$ cat src/rtl/uart_pkg.sv
// Shared types and constants for the UART transmit arbiter slice.
package uart_pkg;

  localparam int UART_DATA_W = 8;

  typedef enum logic [1:0] {
    IDLE,
    GRANTED,
    DRAIN
  } uart_arb_state_e;

endpackage

$ cat src/rtl/uart_rr_pick.sv
// Combinational round-robin selector: first set bit of req searching upward
// from rr_ptr+1, wrapping modulo NUM_REQ.
module uart_rr_pick #(
  parameter int NUM_REQ = 4,
  parameter int IDX_W   = $clog2(NUM_REQ)
) (
  input  logic [NUM_REQ-1:0] req,
  input  logic [IDX_W-1:0]   rr_ptr,
  output logic               found,
  output logic [IDX_W-1:0]   idx
);

  logic [IDX_W-1:0] cand;

  // Walk from the farthest candidate back to the nearest so the nearest wins.
  always_comb begin
    found = 1'b0;
    idx   = '0;
    cand  = '0;
    for (int i = NUM_REQ; i >= 1; i--) begin
      cand = IDX_W'((int'(rr_ptr) + i) % NUM_REQ);
      if (req[cand]) begin
        found = 1'b1;
        idx   = cand;
      end
    end
  end

endmodule

$ cat src/rtl/uart_tx_arbiter.sv
// Round-robin arbiter sharing one UART transmitter between NUM_REQ byte
// streams; a grant lasts one burst, then waits for the line to go idle.
module uart_tx_arbiter
  import uart_pkg::*;
#(
  parameter int NUM_REQ   = 4,
  parameter int DATA_W    = UART_DATA_W,
  parameter int MAX_BURST = 16
) (
  input  logic                        clk,
  input  logic                        rst,
  input  logic [NUM_REQ-1:0]          req_vld,
  input  logic [NUM_REQ*DATA_W-1:0]   req_data,
  input  logic [NUM_REQ-1:0]          req_last,
  output logic [NUM_REQ-1:0]          req_rdy,
  output logic                        tx_data_vld,
  output logic [DATA_W-1:0]           tx_data,
  input  logic                        tx_tready,
  input  logic                        tx_busy,
  output logic                        grant_vld,
  output logic [$clog2(NUM_REQ)-1:0]  grant_id
);

  localparam int IDX_W = $clog2(NUM_REQ);
  localparam int CNT_W = $clog2(MAX_BURST + 1);

  uart_arb_state_e state_q, state_d;
  logic             grant_vld_q, grant_vld_d;
  logic [IDX_W-1:0] grant_id_q, grant_id_d;
  logic [IDX_W-1:0] rr_ptr_q, rr_ptr_d;
  logic [CNT_W-1:0] byte_cnt_q, byte_cnt_d;

  logic                             pick_found;
  logic [IDX_W-1:0]                 pick_idx;
  logic [NUM_REQ-1:0][DATA_W-1:0]   req_data_a;
  logic                             own_vld, own_last;
  logic [DATA_W-1:0]                own_data;

  assign req_data_a = req_data;
  assign own_vld    = req_vld[grant_id_q];
  assign own_last   = req_last[grant_id_q];
  assign own_data   = req_data_a[grant_id_q];

  uart_rr_pick #(.NUM_REQ(NUM_REQ), .IDX_W(IDX_W)) u_pick (
    .req    (req_vld),
    .rr_ptr (rr_ptr_q),
    .found  (pick_found),
    .idx    (pick_idx)
  );

  always_comb begin
    state_d     = state_q;
    grant_vld_d = grant_vld_q;
    grant_id_d  = grant_id_q;
    rr_ptr_d    = rr_ptr_q;
    byte_cnt_d  = byte_cnt_q;
    tx_data_vld = 1'b0;
    tx_data     = '0;
    req_rdy     = '0;
    case (state_q)
      IDLE: begin
        byte_cnt_d = '0;
        if (pick_found) begin
          grant_id_d  = pick_idx;
          grant_vld_d = 1'b1;
          state_d     = GRANTED;
        end
      end
      GRANTED: begin
        // Owner's stream passes straight through; a dropped valid just stalls.
        tx_data_vld         = own_vld;
        tx_data             = own_data;
        req_rdy[grant_id_q] = tx_tready && own_vld;
        if (own_vld && tx_tready) begin
          byte_cnt_d = byte_cnt_q + 1'b1;
          if (own_last || byte_cnt_q == CNT_W'(MAX_BURST - 1)) begin
            rr_ptr_d = grant_id_q;
            state_d  = DRAIN;
          end
        end
      end
      DRAIN: begin
        // Busy rises a cycle after the last accept, so both flags are needed.
        if (!tx_busy && tx_tready) begin
          grant_vld_d = 1'b0;
          state_d     = IDLE;
        end
      end
      default: state_d = IDLE;
    endcase
  end

  always_ff @(posedge clk or posedge rst) begin
    if (rst) begin
      state_q     <= IDLE;
      grant_vld_q <= 1'b0;
      grant_id_q  <= '0;
      rr_ptr_q    <= IDX_W'(NUM_REQ - 1);
      byte_cnt_q  <= '0;
    end else begin
      state_q     <= state_d;
      grant_vld_q <= grant_vld_d;
      grant_id_q  <= grant_id_d;
      rr_ptr_q    <= rr_ptr_d;
      byte_cnt_q  <= byte_cnt_d;
    end
  end

  assign grant_vld = grant_vld_q;
  assign grant_id  = grant_id_q;

endmodule

$ cat config.mk
export PLATFORM = sky130hd
export DESIGN_NAME = uart_tx_arbiter
export DESIGN_NICKNAME = d
export VERILOG_FILES = /design/src/rtl/uart_pkg.sv /design/src/rtl/uart_rr_pick.sv /design/src/rtl/uart_tx_arbiter.sv
export SDC_FILE = /design/constraint.sdc
export NUM_CORES = 1
export LEC_CHECK = 0
export ABC_CLOCK_PERIOD_IN_PS = 2000
export BUFFER_PORTS_ARGS = -buffer_cell sky130_fd_sc_hd__buf_2
export CORE_ASPECT_RATIO = 1.5
export CORE_MARGIN = 2
export CORE_UTILIZATION = 44
export CTS_CLUSTER_DIAMETER = 30
export DETAILED_ROUTE_END_ITERATION = 16
export GPL_TIMING_DRIVEN = 1
export HOLD_SLACK_MARGIN = 0.1
export MAX_ROUTING_LAYER = met4
export PLACE_DENSITY = 0.91
export SLEW_MARGIN = 0
export SYNTH_ARGS = -nofsm -noshare
export SYNTH_HDL_FRONTEND = slang
export SYNTH_HIERARCHICAL = 1
export SYNTH_SLANG_ARGS = --single-unit
$ cat constraint.sdc
create_clock -name clk -period 2 [get_ports clk]
set_input_delay 0.1 -clock clk [delete_from_list [all_inputs] [get_ports clk]]
set_output_delay 0.1 -clock clk [all_outputs]
set_load 0.01 [all_outputs]
==> results_dict.tcl <==
set metrics [dict create \
    status "completed" \
    most_frequent_cells_after_synthesis "sky130_fd_sc_hd__nand2_1, sky130_fd_sc_hd__nor2b_1, sky130_fd_sc_hd__dfrtp_1, sky130_fd_sc_hd__nor2_1, sky130_fd_sc_hd__mux2i_1" \
    synth_top_family_by_area "multiplexers" \
    final_util_pct 61.1 \
    synth.net_count 157 \
    worst_ep_required_time_ns 1.90 \
    syn-mean-instance-area_um2 10.0 \
    design.die.area_mm2 0.00295 \
    yosys.area_share.simple_pct 22.6 \
    end_kind "output pin" \
    fraction_of_the_yosys_area_taken_by_sequential_cells_pct 27.3 \
    area.growth.synth_to_final_pct 33.1 \
    slew_violations 0 \
    finClkSkew_ns 0.000925 \
    synth_flop_cell "sky130_fd_sc_hd__dfrtp_1" \
    detail_route.drc_violations 0 \
    timing.setup.critical_path_class "reg -> out" \
    globalRoute.totalOverflow 0 \
    power_per_cell_area_mw_per_mm2 1330 \
    ff2ff_setup_slack_ns 0.18 \
    insertedDiodeCount 0 \
    synth-compound-area-share_pct 14.3 \
    grt_setup_unrepaired "false" \
    muxShareOfSynthArea_pct 29.3 \
    final.setup.tns_ns 0 \
    synth_top_cells_by_area "sky130_fd_sc_hd__dfrtp_1, sky130_fd_sc_hd__mux4_2, sky130_fd_sc_hd__mux4_1" \
    critical_path.n_buffers_inverters 2 \
    synth_async_sr_flop_share_pct 100 \
    yosysWarnings 6 \
    final_net_count 219 \
    report.final.hold_viol_count 0 \
    synth_top_cell_area_share_pct 22.5 \
    first_global_vias 1061 \
    tritoncts "done" \
    grt_max_degree 15 \
    cts-root-buf "sky130_fd_sc_hd__clkbuf_4" \
    die_height_um 65.5 \
    antenna_found_initial 0 \
    total_power_consumption_of_the_routed_design_w 0.00197 \
    yosys.cell_count.top_type "sky130_fd_sc_hd__nand2_1" \
    pre_cts_ws_ns 0.188 \
    element_type_at_the_critical_path_start "flip-flop" \
    tightest_slew_ns 0.465 \
    period_share_pct 93.7 \
    synth_fa_ha_area_share_pct 2.25 \
    path_clk_slew_ns 0.07 \
    worst_setup_slack_after_layout_ns 0.127 \
    grt_first_pass_wirelength_mm 4.30 \
    crit_arrival_ns 1.77 \
    path_max_fanout 14 \
    grtUsageTotal_pct 19.6 \
    worst_slew_margin_relative_to_its_limit_pct 69.0 \
    placement.io_buffers 59 \
    dpl.hpwl_mm 2.36 \
    max_freq_mhz 534 \
    dr.first_iter.drc_count 26 \
    post_drt_via_cell_ratio 5.63 \
    slowest_library_cell_on_the_worst_path "sky130_fd_sc_hd__mux4_1" \
    htree_num_levels 1 \
    max_cap_violations 0 \
    synth_xor_xnor_area_share_pct 0 \
    synth.largest_area_cell "sky130_fd_sc_hd__dfrtp_1" \
    worst_skew_pair.late_latency_ns 0.27 \
    worstHoldPathType "in -> reg" \
    tritoncts.num_buffers 3 \
    mappedNetlistArea_mm2 0.00111 \
    peak_ir_drop_on_the_vdd_network_v 0.000794 \
    detail_route.wl_per_cell_um 14.3 \
    design.core.area_mm2 0.00242 \
    dr_total_vias 1104 \
    critical_path.max_stage_delay_ns 0.57 \
    yosys_cell_types 40 \
    postSynthRegisterBits 12 \
    max-clock-path-buffers 2 \
    finalWeightedCongestion 0.751 \
    syn_inst 111 \
    cpLargestDelayFamily "multiplexers" \
    detail-route-antenna-nets 0 \
    die-width_um 45.0 \
    synth-edff-count 0 \
    final-setup-viol-count 0 \
    first_pass_iters 4 \
    floorplan.rows 22 \
    min_period_ns 1.87 \
    critical_path.cell_chain "buf_6, mux4_1, nor2b_1, buf_2" \
    post-cts-setup-buffer-count 0 \
    cell_leakage_power_nw 0.719 \
    finalWirelength_mm 2.81 \
    floorplan.initialDensity_pct 45.9 \
    drive_above_1_share_pct 48.3 \
    clock_sink_count 12 \
    io_pins 60 \
]
metrics by stage:
step                area [µm²]  instances  hold WS, ns
floorplan                 1110        111      -0.0367
global placement          1430        191        0.120
detailed placement        1430        191        0.132
CTS                       1480        196        0.174
global route              1480        196        0.221
finish                    1480        196        0.173
worst min-delay path: stages:
cell	delay (ns)
sky130_fd_sc_hd__buf_2	0.07
sky130_fd_sc_hd__nand2b_1	0.10
sky130_fd_sc_hd__nand3_1	0.07
sky130_fd_sc_hd__nand2_1	0.07
flip-flops by register name, summed over array words and instances, names as in the netlist:
signal and flops:
state_q 2, rr_ptr_q 2, grant_vld 1, grant_id 2, byte_cnt_q 5
kinds of logic after synthesis:
family,count (synthesis)
buf+inv,10
fa+ha+maj,2
flops,12
compound gates,19
mux,20
simple gates,48
path summary, 6_finish.rpt:
check,to,cells past startpoint,startpoint
worst min register to register,byte_cnt_q[4],2,byte_cnt_q[4]
worst max register to register,rr_ptr_q[1],7,byte_cnt_q[0]
max in group asynchronous,state_q[0],3,rst
min in group asynchronous,grant_id[1],3,rst
worst min-delay path,state_q[1],4,tx_busy
worst max-delay path,tx_data[7],4,grant_id[0]
cell type report:
class                           count  area [µm²]
Tap cell                           24        30.0
Fill cell                         197         943
Inverter                            4        15.0
Multi-Input combinational cell     89         761
Timing Repair Buffer               63         332
Clock buffer                        4        36.3
Sequential cell                    12         305
layout by cell type (no fill, tap or decap), types with 3 or more instances in the layout:
cell	n
sky130_fd_sc_hd__clkbuf_4	3
sky130_fd_sc_hd__o21ai_0	4
sky130_fd_sc_hd__mux4_2	5
sky130_fd_sc_hd__nor2_1	10
sky130_fd_sc_hd__buf_2	59
sky130_fd_sc_hd__mux2i_1	6
sky130_fd_sc_hd__a21oi_1	4
sky130_fd_sc_hd__inv_1	4
sky130_fd_sc_hd__nand2b_1	5
sky130_fd_sc_hd__dfrtp_1	8
sky130_fd_sc_hd__nand2_1	12
sky130_fd_sc_hd__nor2b_1	11
sky130_fd_sc_hd__mux4_1	3
routing by layer:
metal  vias to the layer above  share of wire (%)  global-route usage, %
li1                        531                  -                      -
met1                       512                 34                   18.3
met2                        59                 53                   38.4
met3                         2                 12                   2.20
met4                         0               0.75                   6.99
met5                         -                  0                      -
power breakdown:
part | internal (W) | leakage (nW) | switching (W) | total [W]
combinational | 0.000639 | 0.556 | 0.000571 | 0.00121
sequential | 0.000373 | 0.142 | 0.000193 | 0.000566
clock | 0.000111 | 0.0210 | 0.0000822 | 0.000193
total | 0.00112 | 0.719 | 0.000846 | 0.00197
what timing repair did:
action | 4_1_cts | 5_1_grt
gates resized for setup | 1 | 2
hold buffers | 1 | 0
hold endpoints to repair | 10 | 0
endpoints found under the setup margin | 2 | 4
Note: power is estimated with default switching activity, not from simulation.
